### src/rtl/alu_pkg.sv
// Shared ALU definitions: datapath width and the divider's FSM state encoding.
package alu_pkg;

    localparam int DATA_W = 16;

    typedef enum logic [1:0] {
        IDLE,
        CALC,
        DONE
    } div_state_t;

endpackage

### src/rtl/subtractor_ripple.sv
// Ripple-borrow subtractor: out = in_a - in_b - bin, bout is the final borrow.
module subtractor_ripple #(
    parameter int W = 17
) (
    input  logic [W-1:0] in_a,
    input  logic [W-1:0] in_b,
    input  logic         bin,
    output logic         bout,
    output logic [W-1:0] out
);

    logic [W:0] borrow;

    assign borrow[0] = bin;

    for (genvar i = 0; i < W; i++) begin : g_fs
        assign out[i]        = in_a[i] ^ in_b[i] ^ borrow[i];
        assign borrow[i + 1] = (~in_a[i] & in_b[i]) | (~(in_a[i] ^ in_b[i]) & borrow[i]);
    end

    assign bout = borrow[W];

endmodule

### src/rtl/divider16_seq.sv
// Iterative restoring unsigned divider: one quotient bit per cycle, valid/ready
// on both sides. A zero divisor bypasses the iteration and reports div-by-zero.
module divider16_seq
    import alu_pkg::*;
#(
    parameter int WIDTH = DATA_W
) (
    input  logic             clk,
    input  logic             rst,
    input  logic             in_valid,
    output logic             in_ready,
    input  logic [WIDTH-1:0] in_dividend,
    input  logic [WIDTH-1:0] in_divisor,
    output logic             out_valid,
    input  logic             out_ready,
    output logic [WIDTH-1:0] out_quotient,
    output logic [WIDTH-1:0] out_remainder,
    output logic             out_div_zero
);

    localparam int CNT_W = $clog2(WIDTH);

    div_state_t       state_q;
    logic [CNT_W-1:0] cnt_q;
    logic [WIDTH:0]   r_q;
    logic [WIDTH-1:0] q_q;
    logic [WIDTH-1:0] dvs_q;
    logic             in_ready_q;
    logic             out_valid_q;
    logic [WIDTH-1:0] out_quotient_q;
    logic [WIDTH-1:0] out_remainder_q;
    logic             out_div_zero_q;

    logic [WIDTH:0]   r_shift;
    logic [WIDTH:0]   r_diff;
    logic             borrow;
    logic [WIDTH:0]   r_d;
    logic [WIDTH-1:0] q_d;

    // After a restoring step R < divisor, so its top bit never feeds the next shift.
    logic r_msb_unused;
    assign r_msb_unused = r_q[WIDTH];

    assign r_shift = {r_q[WIDTH-1:0], q_q[WIDTH-1]};

    subtractor_ripple #(
        .W (WIDTH + 1)
    ) u_sub (
        .in_a (r_shift),
        .in_b ({1'b0, dvs_q}),
        .bin  (1'b0),
        .bout (borrow),
        .out  (r_diff)
    );

    assign r_d = borrow ? r_shift : r_diff;
    assign q_d = {q_q[WIDTH-2:0], ~borrow};

    always_ff @(posedge clk) begin
        if (rst) begin
            state_q         <= IDLE;
            cnt_q           <= '0;
            r_q             <= '0;
            q_q             <= '0;
            dvs_q           <= '0;
            in_ready_q      <= 1'b1;
            out_valid_q     <= 1'b0;
            out_quotient_q  <= '0;
            out_remainder_q <= '0;
            out_div_zero_q  <= 1'b0;
        end else begin
            case (state_q)
                IDLE: begin
                    if (in_valid) begin
                        r_q        <= '0;
                        q_q        <= in_dividend;
                        dvs_q      <= in_divisor;
                        cnt_q      <= '0;
                        in_ready_q <= 1'b0;
                        if (in_divisor == '0) begin
                            state_q         <= DONE;
                            out_valid_q     <= 1'b1;
                            out_quotient_q  <= '1;
                            out_remainder_q <= in_dividend;
                            out_div_zero_q  <= 1'b1;
                        end else begin
                            state_q <= CALC;
                        end
                    end
                end
                CALC: begin
                    r_q   <= r_d;
                    q_q   <= q_d;
                    cnt_q <= cnt_q + CNT_W'(1);
                    if (cnt_q == CNT_W'(WIDTH - 1)) begin
                        state_q         <= DONE;
                        out_valid_q     <= 1'b1;
                        out_quotient_q  <= q_d;
                        out_remainder_q <= r_d[WIDTH-1:0];
                        out_div_zero_q  <= 1'b0;
                    end
                end
                DONE: begin
                    if (out_ready) begin
                        state_q     <= IDLE;
                        out_valid_q <= 1'b0;
                        in_ready_q  <= 1'b1;
                    end
                end
                default: begin
                    state_q     <= IDLE;
                    out_valid_q <= 1'b0;
                    in_ready_q  <= 1'b1;
                end
            endcase
        end
    end

    assign in_ready      = in_ready_q;
    assign out_valid     = out_valid_q;
    assign out_quotient  = out_quotient_q;
    assign out_remainder = out_remainder_q;
    assign out_div_zero  = out_div_zero_q;

endmodule
### config.mk
export PLATFORM = sky130hd
export DESIGN_NAME = divider16_seq
export DESIGN_NICKNAME = d
export VERILOG_FILES = /design/src/rtl/alu_pkg.sv /design/src/rtl/subtractor_ripple.sv /design/src/rtl/divider16_seq.sv
export SDC_FILE = /design/constraint.sdc
export NUM_CORES = 1
export LEC_CHECK = 0
export ABC_AREA = 1
export CORE_AREA = 2 2 107 109
export DETAILED_ROUTE_END_ITERATION = 12
export DIE_AREA = 0 0 109 111
export DONT_BUFFER_PORTS = 1
export PLACE_DENSITY = 0.64
export SLEW_MARGIN = 15
export SYNTH_ARGS = -nofsm -noshare
export SYNTH_HDL_FRONTEND = slang
export SYNTH_SLANG_ARGS = --single-unit
### constraint.sdc
create_clock -name clk -period 9.6 [get_ports clk]
set_input_delay 1.92 -clock clk [delete_from_list [all_inputs] [get_ports clk]]
set_output_delay 1.92 -clock clk [all_outputs]
set_load 0.02 [all_outputs]
# ---- Word level (Yosys, flattened, before mapping)
# Cells that the tools add are included.
dict set report word_totals {
  reg_bits 89
  inputBits 36
}
dict set report op_classes {
  n_mux 30
  n_eq_ne 7
  addsub 1
  n_reduce_logical 9
  n_bitwise 112
}
# op count
set op_table {}
lappend op_table {{$mux W16} 9}
lappend op_table {{$pmux W16 S2} 4}
lappend op_table {{$not A1 Y1} 34}
lappend op_table {{$and A1 B1 Y1} 32}
lappend op_table {{$xor A1 B1 Y1} 31}
lappend op_table {{$logic_not A16 Y1} 1}
lappend op_table {{$or A1 B1 Y1} 15}
lappend op_table {{$mux W2} 4}
lappend op_table {{$ne A2 B2 Y1 const B} 4}
lappend op_table {{$pmux W4 S2} 1}
lappend op_table {{$reduce_and A4 Y1} 2}
lappend op_table {{$mux W1} 7}
lappend op_table {{$pmux W1 S3} 2}
lappend op_table {{$pmux W2 S3} 1}
lappend op_table {{$reduce_and A3 Y1} 2}
lappend op_table {{$add A4 B1 Y4 const B} 1}
lappend op_table {{$eq A4 B4 Y1 const B} 1}
lappend op_table {{$mux W4} 1}
lappend op_table {{$reduce_and A2 Y1} 2}
lappend op_table {{$eq A2 B1 Y1 const B} 1}
lappend op_table {{$eq A2 B2 Y1 const B} 1}
lappend op_table {{$logic_not A2 Y1} 1}
lappend op_table {{$pmux W1 S2} 1}
lappend op_table {{$reduce_bool A2 Y1} 1}

# ---- Depth between registers and ports, before layout
dict set report depth {
  depth_word 36
  depth_mapped 27
}

# ---- By module
# Synthesis repeated with hierarchy kept, for this count alone.
dict set report unflattened {
  cells_unflattened 614
  area_unflattened_um2 4341.7
}
# mod n_inst seq_area_each_um2 cells_each area_each_um2
set by_module_without_submodules {}
lappend by_module_without_submodules {divider16_seq 1 1781.7 561 3866.2}
lappend by_module_without_submodules {subtractor_ripple 1 0.0 53 475.5}

# ---- Least setup slack after synthesis
# OpenSTA, ideal clock, no wires.
dict set report synth_timing {
  path_type {reg-to-reg}
  start {reg q_q[15]}
  end {reg out_remainder_q[15], in the netlist out_remainder[15]}
  slack_ps 2938
  path_stages_with_launch 28
  t_arrival_ps 6547
  setup_ps 115
  required_ps 9485
  n_path_buf 1
  cell_sequence {dfxtp_1 inv_1 ha_1 inv_1 fa_1 fa_1 fa_1 fa_1 fa_1 fa_1 fa_1 fa_1 fa_1 fa_1 fa_1 fa_1 fa_1 inv_1 fa_1 fa_1 nand2_1 buf_2 nand2_1 o21ai_0 a21oi_1 nand3_1 nand2_1 nor2_1}
}
dict set report synth_via {
  elab_chain_len 36
  elab_cells_between_ends 37
  cone_classes {3 x mux; 34 x bitwise}
}
# element line
set synth_lines {}
lappend synth_lines {{start: declaration} divider16_seq.sv:26} ;# logic [WIDTH-1:0] q_q;
lappend synth_lines {{start signal: assignment} divider16_seq.sv:76} ;# q_q <= in_dividend;
lappend synth_lines {{start signal: assignment} divider16_seq.sv:93} ;# q_q <= q_d;
lappend synth_lines {{$not A1 Y1 (*)} subtractor_ripple.sv:18} ;# assign borrow[i + 1] = (~in_a[i] & in_b[i]) | (~(in_a[i] ^ in_b[i]) & borrow[i]);
lappend synth_lines {{$and A1 B1 Y1 (*) (2 in a row)} subtractor_ripple.sv:18}
lappend synth_lines {{$or A1 B1 Y1 (*)} subtractor_ripple.sv:18}
lappend synth_lines {{$and A1 B1 Y1 (*)} subtractor_ripple.sv:18}
lappend synth_lines {{$or A1 B1 Y1 (*)} subtractor_ripple.sv:18}
lappend synth_lines {{$and A1 B1 Y1 (*)} subtractor_ripple.sv:18}
lappend synth_lines {{$or A1 B1 Y1 (*)} subtractor_ripple.sv:18}
lappend synth_lines {{$and A1 B1 Y1 (*)} subtractor_ripple.sv:18}
lappend synth_lines {{[19 not listed]} --}
lappend synth_lines {{$and A1 B1 Y1 (*)} subtractor_ripple.sv:18}
lappend synth_lines {{$or A1 B1 Y1 (*)} subtractor_ripple.sv:18}
lappend synth_lines {{$and A1 B1 Y1} subtractor_ripple.sv:18}
lappend synth_lines {{$or A1 B1 Y1} subtractor_ripple.sv:18}
lappend synth_lines {{$and A1 B1 Y1} subtractor_ripple.sv:18}
lappend synth_lines {{$mux W16 (*)} divider16_seq.sv:56} ;# assign r_d = borrow ? r_shift : r_diff;
lappend synth_lines {{$mux W16 (*)} divider16_seq.sv:95} ;# if (cnt_q == CNT_W'(WIDTH - 1)) begin
lappend synth_lines {{$pmux W16 S2 (*)} divider16_seq.sv:72} ;# case (state_q)
lappend synth_lines {{end signal: assignment} divider16_seq.sv:84} ;# out_remainder_q <= in_dividend;
lappend synth_lines {{end signal: assignment} divider16_seq.sv:99} ;# out_remainder_q <= r_d[WIDTH-1:0];
lappend synth_lines {{end: declaration} divider16_seq.sv:31} ;# logic [WIDTH-1:0] out_remainder_q;
# Mark *: on every way between the ends. The rest lies on a longest branch, timed or not. The select of a mux whose other input is x is not followed.
# A chain may end at the register's enable or synchronous reset.

# ---- Worst setup path after layout
dict set report layout_timing {
  start {reg q_q[15]}
  end {reg out_remainder_q[0], in the netlist out_remainder[0]}
}
dict set report layout_via {
  elab_chain_len 36
  elab_cells_between_ends 37
  cone_classes {3 x mux; 34 x bitwise}
}
# element line
set layout_lines {}
lappend layout_lines {{$not A1 Y1} subtractor_ripple.sv:18}
lappend layout_lines {{$and A1 B1 Y1 (2 in a row)} subtractor_ripple.sv:18}
lappend layout_lines {{$or A1 B1 Y1} subtractor_ripple.sv:18}
lappend layout_lines {{$and A1 B1 Y1} subtractor_ripple.sv:18}
lappend layout_lines {{$or A1 B1 Y1} subtractor_ripple.sv:18}
lappend layout_lines {{$and A1 B1 Y1} subtractor_ripple.sv:18}
lappend layout_lines {{$or A1 B1 Y1} subtractor_ripple.sv:18}
lappend layout_lines {{$and A1 B1 Y1} subtractor_ripple.sv:18}
lappend layout_lines {{[19 not listed]} --}
lappend layout_lines {{$and A1 B1 Y1} subtractor_ripple.sv:18}
lappend layout_lines {{$or A1 B1 Y1} subtractor_ripple.sv:18}
lappend layout_lines {{$and A1 B1 Y1} subtractor_ripple.sv:18}
lappend layout_lines {{$or A1 B1 Y1} subtractor_ripple.sv:18}
lappend layout_lines {{$and A1 B1 Y1} subtractor_ripple.sv:18}
lappend layout_lines {{$mux W16 (*)} divider16_seq.sv:56}
lappend layout_lines {{$mux W16 (*)} divider16_seq.sv:95}
lappend layout_lines {{$pmux W16 S2 (*)} divider16_seq.sv:72}
# Marked as above.

==> results.md <==
- TritonCTS buffer count: 9
- Area grow syn2layout: 6.383%
- Max cap viols: 0
- Gr busiest metal: met2
- Initial drt markers: 221
- Synth async-reset ratio: 0%
- Syn. warnings: 0
- CP max FO: 20
- GRT Residual Overflow: 0
- Starting Density: 38.76%
- H-tree Lvls: 3
- Leakage: about 1.8 nW
- Die area: 12,100 sq um
- CTS clock-pin slew for the worst setup and hold paths: 0.06 ns
- M3 GR Usage: 4.644%
- # DRC: 0
- Antenna violations before repair: 0
- Clk buf depth: 2
- Clk root buf: clkbuf_16
- Max Clock Skew: 0.01018 ns
- PortBufs: 0
- 1st-pass router iterations: 4
- Critical path data arrival time: ~8.1 ns
- Most frequent cells in the layout: nand2_1, dfxtp_1, a21oi_1, inv_1, o21ai_0
- Fin crit period: 7.815 ns
- Vias in the first global route: 3,266
- Core Rows: 39
- Crit path kind: register to register
- Unrepaired setup endpoints after global routing: false
- Clock sink total: 89
- Relative slew slack: 59.24%
- Routing usage on met1: 24.49%
- Final slew viol count: 0
- Leading cell type in the layout, fill and taps excluded: nand2_1
- Die width: 109 um
- # resized after CTS: 0
- Die Ht: 111 um
- Largest net degree at the start of global routing: 61
- DP Wirelength: slightly above 7000 um
- Startpoint types: register
- Final #Nets: 581
- Cell count after synthesis: 550
- CTS tree: built
- Final Worst Setup Slack: 1.785 ns
- Hold Vio Cnt, Final: 0
- Share of cells above drive strength 1: 6.004%
- Final setup fails: 0
- Mean Syn Cell Area: 7.805 sq um
- Seq/Total Area, Yosys: 41.50%
- Synth Flop Type: dfxtp_1
- Vias: 3,446
- Post-CTS Setup Bufs: 0
- Req. time, crit path: 9.88 ns
- Hold buffer count at CTS: 0
- Avg WL per Cell: 15.46 um
- First-pass GRT wire length: 16,700 um
- Routed WL: 10,450 um
- # diodes: 0
- Global-route usage over all layers: 18.00%
- Status: finished clean
- Core footprint: 11,080 sq um
- Synth unique cells: 29
- Met2 usage: 27.00%
- Slew @ Worst Pin: 0.6105 ns
- Post-DRT Antenna Nets: 0
- GP Congestion: 0.8206
- Pwr Density: roughly 330 nW/um^2
- Synth Register Bits: 89
- Number of enable flip-flop cells after synthesis: 0
- Worst vdd ir: 0.1285 mV
- Top achievable clock speed: 128.0 MHz
- Worst Hold Class: register to register
- Routed vias/inst: just over 5
- Syn_nets: 603
- Mapped Area: between 4000 and 5000 sq um
- Skew-Pair Late Insertion Delay: 0.34 ns
- # IOs: between 70 and 80
- Period utilization: 81.41%
- Pre-CTS setup slack: approximately 1.9 ns
- Total Neg Setup Slack: 0 ns
- Nature of the critical path endpoint: register
## report_power, final
part / total [mW] / internal [mW] / switching, mW
clock: 0.361 / 0.216 / 0.145
combinational: 0.560 / 0.173 / 0.386
sequential: 0.601 / 0.476 / 0.125
total: 1.52 / 0.865 / 0.656
## through the flow
step / instances / instance area, sq um / util (%) / power, mW / hold WS (ns)
finish: 676 / 4567 / 41.23 / 1.521 / 0.4522
global route: 676 / 4567 / 41.23 / 1.637 / 0.4711
CTS: 676 / 4567 / 41.23 / 1.527 / 0.4533
detailed placement: 660 / 4259 / 38.45 / 1.168 / 0.4436
global placement: 660 / 4259 / 38.45 / 1.148 / 0.4369
floorplan: 550 / 4293 / - / 1.088 / 0.4300
## critical path, stage by stage, from the launching register on
cell and delay [ns]:
dfxtp_1 0.31, inv_1 0.06, ha_1 0.15, inv_1 0.05
fa_1 0.37, fa_1 0.38, fa_1 0.40, fa_1 0.42
fa_1 0.42, fa_1 0.40, fa_1 0.39, fa_1 0.40
fa_1 0.39, fa_1 0.39, fa_1 0.40, fa_1 0.40
fa_1 0.38, inv_1 0.08, fa_1 0.18, fa_1 0.52
nand2_1 0.52, o21ai_0 0.39, a21oi_1 0.11, nand3_1 0.09
nand2_1 0.06, nor2_1 0.10
## cells in the mapped netlist (5+ instances only)
master | count | area, sq um
dfxtp_1 | 89 | 1782
o211ai_1 | 12 | 90.09
inv_1 | 60 | 225.2
clkbuf_1 | 8 | 30.03
mux2i_1 | 13 | 130.1
buf_2 | 11 | 55.05
nor2_1 | 38 | 142.6
nand2_4 | 6 | 67.56
nand3_1 | 32 | 160.2
a21oi_2 | 5 | 43.79
fa_1 | 15 | 300.3
a21oi_1 | 82 | 410.4
nand2_1 | 110 | 412.9
buf_4 | 8 | 60.06
o21ai_0 | 39 | 195.2
## registers in the layout, summed over array words and instances (netlist names)
signal         count
cnt_q              4
dvs_q             16
in_ready           1
out_div_zero       1
out_quotient      16
out_remainder     16
out_valid          1
q_q               16
r_q               16
state_q            2
## cell type report
cell class / count / area (sq um)
Timing Repair Buffer: 1 / 7.507
Inverter: 64 / 245.2
Tap cell: 143 / 178.9
Multi-Input combinational cell: 363 / 2046
Clock buffer: 12 / 256.5
Clock inverter: 4 / 51.30
Fill cell: 1126 / 6510
Sequential cell: 89 / 1782
## per-layer routing
layer | vias up | part of all wire, %
met5 | - | 0
met4 | 0 | 2.4
met3 | 18 | 8.0
met2 | 101 | 45
met1 | 1580 | 45
li1 | 1747 | -
## cell families (layout without fill, tap and decap cells)
kind of cell             Yosys count  count (layout)  synth area share, %
AO/OA/AOI/OAI                    143             143                18.16
adder cells (fa/ha/maj)           17              17                7.578
buffers and inverters             98              81                10.84
flip-flops                        89              89                41.50
multiplexers                      13              13                3.031
AND/OR/NAND/NOR                  190             190                18.89
## path summary, 6_finish.rpt
check,cells past startpoint,endpoint,slack (ns),start
worst max register to register,25,out_remainder[0],1.79,q_q[15]
worst min register to register,2,q_q[9],0.45,q_q[9]
worst max-delay path,25,out_remainder[0],1.79,q_q[15]
worst min-delay path,2,q_q[9],0.45,q_q[9]
(Power assumes the default switching activity.)
